===== src/rtl/camera_wr_packer_pkg.sv =====
// rtl/camera_wr_packer_pkg.sv - shared types and constants for the camera write packer
package camera_wr_packer_pkg;

  localparam int PIX_PER_WORD = 8;
  localparam int PIX_W        = 16;
  localparam int DDR_ADDR_W   = 25;
  localparam int DDR_DATA_W   = 128;
  localparam logic [DDR_ADDR_W-1:0] FRAME_STRIDE_DEFAULT = 25'h0080000;

  typedef enum logic [1:0] {
    IDLE,
    CAPTURE,
    DRAIN
  } state_t;

  // Address travels with the data so dropped words never shift later addresses.
  typedef struct packed {
    logic [DDR_DATA_W-1:0] data;
    logic [DDR_ADDR_W-1:0] addr;
  } wr_word_t;

  function automatic logic [DDR_ADDR_W-1:0] word_addr(
    input logic [DDR_ADDR_W-1:0] base,
    input logic [DDR_ADDR_W-1:0] index
  );
    return base + (index << $clog2(PIX_PER_WORD));
  endfunction

endpackage


===== src/rtl/pack_word_fifo.sv =====
// rtl/pack_word_fifo.sv - synchronous word FIFO with flush and push-while-full-and-popping
module pack_word_fifo #(
  parameter int WIDTH = 8,
  parameter int DEPTH = 4
) (
  input  logic             clk,
  input  logic             rst_n,
  input  logic             flush,
  input  logic             push,
  input  logic [WIDTH-1:0] push_data,
  input  logic             pop,
  output logic [WIDTH-1:0] head,
  output logic             full,
  output logic             empty
);

  localparam int AW = $clog2(DEPTH);

  logic [WIDTH-1:0] mem [DEPTH];
  logic [AW:0]      wr_ptr;
  logic [AW:0]      rd_ptr;
  logic             do_push;
  logic             do_pop;

  assign empty   = (wr_ptr == rd_ptr);
  assign full    = (wr_ptr[AW] != rd_ptr[AW]) && (wr_ptr[AW-1:0] == rd_ptr[AW-1:0]);
  assign do_pop  = pop && !empty;
  // The head is read combinationally, so a full FIFO may overwrite it on the popping edge.
  assign do_push = push && (!full || do_pop);
  assign head    = mem[rd_ptr[AW-1:0]];

  always_ff @(posedge clk or negedge rst_n) begin
    if (!rst_n) begin
      wr_ptr <= '0;
      rd_ptr <= '0;
    end else if (flush) begin
      wr_ptr <= '0;
      rd_ptr <= '0;
    end else begin
      if (do_push) wr_ptr <= wr_ptr + 1'b1;
      if (do_pop)  rd_ptr <= rd_ptr + 1'b1;
    end
  end

  always_ff @(posedge clk) begin
    if (do_push && !flush) mem[wr_ptr[AW-1:0]] <= push_data;
  end

endmodule


===== src/rtl/camera_wr_packer.sv =====
// rtl/camera_wr_packer.sv - packs RGB565 pixels into 128-bit DDR write requests per frame
module camera_wr_packer
  import camera_wr_packer_pkg::*;
#(
  parameter int                    FIFO_DEPTH   = 4,
  parameter int                    FRAME_WORDS  = 38400,
  parameter logic [DDR_ADDR_W-1:0] FRAME_STRIDE = FRAME_STRIDE_DEFAULT
) (
  input  logic                  clk_133M,
  input  logic                  rst_n_133M,
  input  logic                  init_done,
  input  logic                  frame_start,
  input  logic                  frame_end,
  input  logic [1:0]            exp_sel,
  input  logic                  pix_valid,
  input  logic [PIX_W-1:0]      pix_data,
  input  logic                  ram_busy,
  output logic                  camera_wr_req,
  output logic [DDR_DATA_W-1:0] camera_wr_data,
  output logic [DDR_ADDR_W-1:0] camera_wr_address,
  output logic                  frame_done,
  output logic                  overflow
);

  localparam int LANE_W = $clog2(PIX_PER_WORD);
  localparam int IDX_W  = $clog2(FRAME_WORDS + 1);

  state_t                state;
  state_t                state_nxt;
  logic [LANE_W-1:0]     lane;
  logic [DDR_DATA_W-1:0] word_acc;
  logic [DDR_DATA_W-1:0] word_fill;
  logic [IDX_W-1:0]      word_index;
  logic [DDR_ADDR_W-1:0] base_addr;
  logic                  push_pend;
  wr_word_t              pend_word;
  wr_word_t              head;
  logic                  restart;
  logic                  accept;
  logic                  word_done;
  logic                  pad_done;
  logic                  word_close;
  logic                  last_word;
  logic                  fifo_full;
  logic                  fifo_empty;
  logic                  req;
  logic                  req_prev;

  assign restart    = frame_start && ((state != IDLE) || init_done);
  assign accept     = (state == CAPTURE) && pix_valid && !frame_start;
  assign word_done  = accept && (lane == LANE_W'(PIX_PER_WORD - 1));
  // A partial word (including one completed by a pixel in the frame_end cycle) is padded out.
  assign pad_done   = (state == CAPTURE) && frame_end && !frame_start && !word_done
                      && (accept || (lane != '0));
  assign word_close = word_done || pad_done;
  assign last_word  = word_done && (word_index == IDX_W'(FRAME_WORDS - 1));

  always_comb begin
    word_fill = word_acc;
    if (accept) word_fill[lane*PIX_W +: PIX_W] = pix_data;
  end

  always_ff @(posedge clk_133M or negedge rst_n_133M) begin
    if (!rst_n_133M) state <= IDLE;
    else             state <= state_nxt;
  end

  always_comb begin
    state_nxt  = state;
    frame_done = 1'b0;
    case (state)
      IDLE: begin
        if (restart) state_nxt = CAPTURE;
      end
      CAPTURE: begin
        if (restart)                       state_nxt = CAPTURE;
        else if (frame_end || last_word)   state_nxt = DRAIN;
      end
      DRAIN: begin
        if (restart) begin
          state_nxt = CAPTURE;
        end else if (fifo_empty && !push_pend) begin
          state_nxt  = IDLE;
          frame_done = 1'b1;
        end
      end
      default: state_nxt = IDLE;
    endcase
  end

  always_ff @(posedge clk_133M or negedge rst_n_133M) begin
    if (!rst_n_133M) begin
      lane       <= '0;
      word_acc   <= '0;
      word_index <= '0;
      base_addr  <= '0;
      push_pend  <= 1'b0;
      pend_word  <= '0;
      overflow   <= 1'b0;
      req_prev   <= 1'b0;
    end else begin
      req_prev <= req;
      if (push_pend && fifo_full && !req && !restart) overflow <= 1'b1;
      if (restart) begin
        lane       <= '0;
        word_acc   <= '0;
        word_index <= '0;
        push_pend  <= 1'b0;
        base_addr  <= FRAME_STRIDE * DDR_ADDR_W'(exp_sel);
      end else begin
        push_pend <= word_close;
        if (word_close) begin
          pend_word.data <= word_fill;
          pend_word.addr <= word_addr(base_addr, DDR_ADDR_W'(word_index));
          word_acc       <= '0;
          lane           <= '0;
          word_index     <= word_index + 1'b1;
        end else if (accept) begin
          word_acc <= word_fill;
          lane     <= lane + 1'b1;
        end
      end
    end
  end

  pack_word_fifo #(
    .WIDTH($bits(wr_word_t)),
    .DEPTH(FIFO_DEPTH)
  ) u_fifo (
    .clk      (clk_133M),
    .rst_n    (rst_n_133M),
    .flush    (restart),
    .push     (push_pend),
    .push_data(pend_word),
    .pop      (req),
    .head     (head),
    .full     (fifo_full),
    .empty    (fifo_empty)
  );

  // The arbiter's busy flag lags by a cycle, hence the forced idle cycle after each request.
  assign req               = init_done && !fifo_empty && !ram_busy && !req_prev && !restart;
  assign camera_wr_req     = req;
  assign camera_wr_data    = req ? head.data : '0;
  assign camera_wr_address = req ? head.addr : '0;

endmodule


===== config.mk =====
export PLATFORM = sky130hd
export DESIGN_NAME = camera_wr_packer
export DESIGN_NICKNAME = d
export VERILOG_FILES = /design/src/rtl/camera_wr_packer_pkg.sv /design/src/rtl/pack_word_fifo.sv /design/src/rtl/camera_wr_packer.sv
export SDC_FILE = /design/constraint.sdc
export NUM_CORES = 1
export LEC_CHECK = 0
export CORE_MARGIN = 8
export CORE_UTILIZATION = 60
export DETAILED_ROUTE_END_ITERATION = 8
export PLACE_DENSITY = 0.9
export SLEW_MARGIN = 20
export SYNTH_ARGS = -nofsm -noshare
export SYNTH_HDL_FRONTEND = slang
export SYNTH_SLANG_ARGS = --single-unit
export TNS_END_PERCENT = 5

===== constraint.sdc =====
create_clock -name clk_133M -period 13.3 [get_ports clk_133M]
set_input_delay 1.33 -clock clk_133M [delete_from_list [all_inputs] [get_ports clk_133M]]
set_output_delay 1.33 -clock clk_133M [all_outputs]
set_load 0.01 [all_outputs]

* Word level (Yosys, flattened, before mapping)
Memories as Yosys holds them, arrays and structs flattened.
Index checks and enable logic that the tools add are counted.
** Operators by class
- Shifts and indexed selects :: 2
- Multiplexer cells :: 28
- $add $sub $neg :: 6
- Bitwise logic cells :: 1
- Equality and inequality tests :: 10
- Reductions and logical operators :: 44
** Operators by type and width (count)
- $mux W128 :: 5
- $bwmux W128 :: 1
- $shift A16 B34 Y128 const A :: 1
- $shiftx A16 B34 Y128 :: 1
- $neg A7 Y34 :: 1
- $mux W16 :: 2
- $mux W25 :: 1
- $add A21 B19 Y22 :: 1
- $logic_and A1 B1 Y1 :: 21
- $mux W3 :: 7
- $add A16 B1 Y16 const B :: 1
- $eq A16 B16 Y1 const B :: 1
- $mux W2 :: 5
- $add A3 B1 Y3 const B :: 3
- $logic_not A1 Y1 :: 9
- $reduce_bool A2 Y1 :: 4
- $mux W1 :: 6
- $pmux W2 S3 :: 1
- $reduce_bool A3 Y1 :: 2
- $logic_or A1 B1 Y1 :: 5
- $eq A3 B3 Y1 :: 1
- $eq A3 B3 Y1 const B :: 1
- $ne A3 B1 Y1 const B :: 1
- $ne A3 B2 Y1 const B :: 1
- other kinds (9) :: 9
** Storage, ports and cells
- Logic and storage cells :: 104
- Memory bits (writable) :: 612
- Input bits :: 25
- Memories :: 1
- Register bits after elaboration :: 313
** Memories
- u_fifo.mem :: words 4, width 153, rd ports 1, clocked after memory_dff 0, wr ports 1, line pack_word_fifo.sv:19 : logic [WIDTH-1:0] mem [DEPTH];

* Logic depth before layout (Yosys ltp)
- Word-level depth :: 12
- Depth in mapped cells :: 12
- Mapped depth without buffers :: 8

* Modules after synthesis
A second synthesis with hierarchy kept.
** Second synthesis, totals
- Cells, all modules :: 2192
- Area, all modules :: 36613.9 um^2
** By module, submodules not included
- pack_word_fifo :: area an instance 22659.2 um^2, cells an instance 855, instances 1, seq. area each 18527.8 um^2
- camera_wr_packer :: area an instance 13954.6 um^2, cells an instance 1337, instances 1, seq. area each 7507.2 um^2

* Worst setup path after synthesis
OpenSTA, ideal clock, no wires.
- Kind :: input-to-reg
- Start point :: in frame_start
- End point :: mem u_fifo.mem[3][100] (netlist bit), enable pin
- Cell stages on the path :: 4
- Data required time :: 12470 ps
- Arrival time :: 11879 ps
- Buffers on the path :: 1
- Slack :: 590 ps
- Setup time :: 830 ps
- Cell sequence :: buf_6 -> nor4b_2 -> nor4_1 -> nor3_1
** Between the ends
- Word-level cells in the longest chain between the ends :: 9
** RTL lines
- start, declared :: line camera_wr_packer.sv:12 : input logic frame_start,
- $logic_and A1 B1 Y1 * :: line camera_wr_packer.sv:49 : assign restart = frame_start && ((state != IDLE) || init_done);
- $logic_not A1 Y1 * :: line pack_word_fifo.sv:46, camera_wr_packer.sv:142
- $logic_and A1 B1 Y1 :: line camera_wr_packer.sv:142 : assign req = init_done && !fifo_empty && !ram_busy && !req_prev && !restart;
- $logic_and A1 B1 Y1 :: line pack_word_fifo.sv:27 : assign do_pop = pop && !empty;
- $logic_or A1 B1 Y1 :: line pack_word_fifo.sv:29 : assign do_push = push && (!full || do_pop);
- $logic_and A1 B1 Y1 :: line pack_word_fifo.sv:29
- $logic_and A1 B1 Y1 * :: line pack_word_fifo.sv:46 : if (do_push && !flush) mem[wr_ptr[AW-1:0]] <= push_data;
- $mux W1 * :: line pack_word_fifo.sv:46
- $mux W1 (implied by the code) * :: line pack_word_fifo.sv:46
- end, declared :: line pack_word_fifo.sv:19
Mark *: on every way between the ends. The rest lies on a longest branch, timed or not.

* Final worst setup path
- Start point :: in frame_start
- End point :: out camera_wr_data[75]
** Between the ends
- Word-level cells in the longest chain between the ends :: 4
** RTL lines
- $logic_and A1 B1 Y1 :: line camera_wr_packer.sv:49
- $logic_not A1 Y1 :: line camera_wr_packer.sv:142
- $logic_and A1 B1 Y1 :: line camera_wr_packer.sv:142
- $mux W128 :: line camera_wr_packer.sv:144 : assign camera_wr_data = req ? head.data : '0;
- end, declared :: line camera_wr_packer.sv:19 : output logic [DDR_DATA_W-1:0] camera_wr_data,
No other way between the ends.

==> metrics.yaml <==
leakagePower_nw: 14.8
routedWlPerCell_um: 28.0
max_cap_viol_count: 0
fin_area_um2: 40400
max_stage_delay_ns: 0.58
first_pass_iters: 6
initial_core_util_pct: 60.3
numPortBuffers: 173
critPathSlowestCell: "clkdlybuf4s50_1"
final_cell_mix: "edfxtp_1, dfrtp_1, clkdlybuf4s50_1"
final_common_cell: "edfxtp_1"
gp_congestion: 0.827
dpl_cell_area_um2: 37600
drtAntennaViolNets: 0
ys_seq_area_share_pct: 71.3
clkSinkCount: 890
grt_first_pass_wirelength_mm: 134
insertion_delay_ns: 0.65
power_mw: 6.09
synth-edff-count: 584
dp_hpwl_mm: 49.3
drt-met1-wl_mm: 31.9
die_h_um: 259
holdWs_ns: 0.485
dp_slack_ns: 7.40
worstSetupPathType: "input pin to output port"
area_delta_synth_final_pct: 14.4
drv_slew: 0
fin_nets: 2361
io-pin-count: 181
cts_buffers: 82
skew_ns: 0.0340
cts.hold.buffers_added: 0
first_global_vias: 21900
overflow: 0
synth_ff_type: "edfxtp_1"
synth_area_um2: 35300
worst_pin_slew_ns: 1.08
synthArstFlopShare_pct: 34.4
wl_met3_mm: 8.11
drt-vias-per-instance: 6.65
cts_setup_buffers: 0
finalSetupTns_ns: 0
drtIter0Drc: 2923
crit_fanout: 86
startpoint: "frame_start"
rsz0062_at_grt: "no"
core_um2: 58600
cts.reportedPaths.clkPinSlew_ns: 0.06
groute.usage.overall_pct: 26.1
critPathArrivalTime_ns: 4.61
setup_viol: 0
status: "finished, final reports clean"
crit_chain: "clkdlybuf4s50_1, nor4b_2, o31ai_1, inv_4, buf_4, and2_1, clkdlybuf4s50_1"
min_period_ns: 5.94
htree_levels: 3
wl_met2_mm: 44.6
synth_top_area_share_pct: 49.6
synth_seq_cells: 890
rows: 89
power_density_nw_per_um2: 151
hp-start: "base_addr[19]$_DFFE_PN0N_"
vias: 21100
ys_warn_count: 0
yosys-top-cells-area: "edfxtp_1, dfrtp_1, mux4_2"
cts_root_buf: "clkbuf_16"
syn_inst: 2193
die_area_um2: 66900
clockBufferDepth: 3
critPathCaptureType: "output port"
cp.required_ns: 11.97
antenna_found_initial: 6
post_cts_resize_count: 0
max_freq_ghz: 0.168
startpoint_type: "input pin"
drive_gt1_share_pct: 14.2
wl_mm: 88.9
synth_top_cell_by_area: "edfxtp_1"
fin_crit_sh_pct: 44.7
crit_path_frequent_cell: "clkdlybuf4s50_1"
drc: 0
fin_ws_ns: 7.36
synth_cell_types: 63
tritoncts: "built"
avgSynthCellArea_um2: 16.1
grt_max_degree: 147
final_hold_viol_count: 0
timing.rr.start: "lane[0]$_DFFE_PN0P_"
top_layer_used: "met5"
die_width_um: 259
min_path_type: "register to register"
peakVddDrop_mv: 0.107
slew_headroom_pct: 27.8
==> where the power goes <==
part           switching [mW]  internal, mW
combinational           0.241         0.151
sequential              0.164          3.15
clock                    1.03          1.36
==> final timing paths <==
| path | end | slack (ns) | cells after the start |
|---|---|---|---|
| worst max-delay path | camera_wr_data[75] | 7.36 | 7 |
| worst min-delay path | pend_word[19]$_DFFE_PN0P_ | 0.48 | 2 |
| worst max register to register | word_acc[69]$_DFFE_PN0P_ | 9.22 | 7 |
| worst min register to register | pend_word[19]$_DFFE_PN0P_ | 0.48 | 2 |
| max in group asynchronous | pend_word[136]$_DFFE_PN0P_ | 11.25 | 2 |
| min in group asynchronous | pend_word[52]$_DFFE_PN0P_ | 0.70 | 1 |
==> cell type report <==
type,instances,area (µm²)
Antenna cell,3,7.51
Clock buffer,117,2330
Clock inverter,37,404
Fill cell,3437,18200
Inverter,15,61.3
Multi-Input combinational cell,1128,9420
Sequential cell,890,25200
Tap cell,773,967
Timing Repair Buffer,208,2020
==> worst max-delay path: cells and delay by family <==
kind                   cells  cell delay, ns
AND/OR/NAND/NOR            2            0.76
AO/OA/AOI/OAI              1            0.27
buffers and inverters      4            2.10
==> logic make-up after synthesis <==
family / synth area share [%]
xor gates and xnor gates: 0.124
buffers and inverters: 2.29
adders and majority gates: 0.390
and+or+nand+nor: 8.11
muxes: 11.9
other: 0.0106
DFF: 71.3
AOI/OAI and AO/OA: 5.82
==> stage by stage <==
stage | std cells | utilization [%]
detailed placement | 3013 | 64.3
finish | 3171 | 69.0
global placement | 3013 | 64.3
floorplan | 2199 | -
CTS | 3167 | 68.9
global route | 3168 | 69.0
==> Yosys cell counts, drive strengths merged (2+ instances only) <==
master / n
a21oi: 42
a22o: 77
a22oi: 10
a31o: 2
a31oi: 44
and2: 168
and4: 5
buf: 74
clkbuf: 92
dfrtp: 306
edfxtp: 584
ha: 11
inv: 15
mux2i: 92
mux4: 146
nand2: 156
nand2b: 4
nand3: 44
nand4: 20
nand4bb: 2
nor2: 117
nor2b: 6
nor3: 6
nor4: 6
nor4b: 3
nor4bb: 2
o21ai: 102
o22ai: 13
o2bb2ai: 3
o31ai: 7
o41ai: 4
or2: 3
or3: 3
or4: 4
xnor2: 2
xor2: 3
==> state kept, by name (all words and copies together) (netlist names), 2 cells and up <==
signal / count
state: 2
u_fifo.wr_ptr: 3
word_index: 16
lane: 3
pend_word: 146
u_fifo.mem: 584
u_fifo.rd_ptr: 3
word_acc: 128
base_addr: 2
==> layer usage <==
layer | up-vias | GRT usage [%]
met2 | 1443 | 43.5
met5 | - | 0
met3 | 295 | 5.52
li1 | 8554 | -
met4 | 6 | 12.4
met1 | 10800 | 32.9
Power figures use the tool's default switching activity.
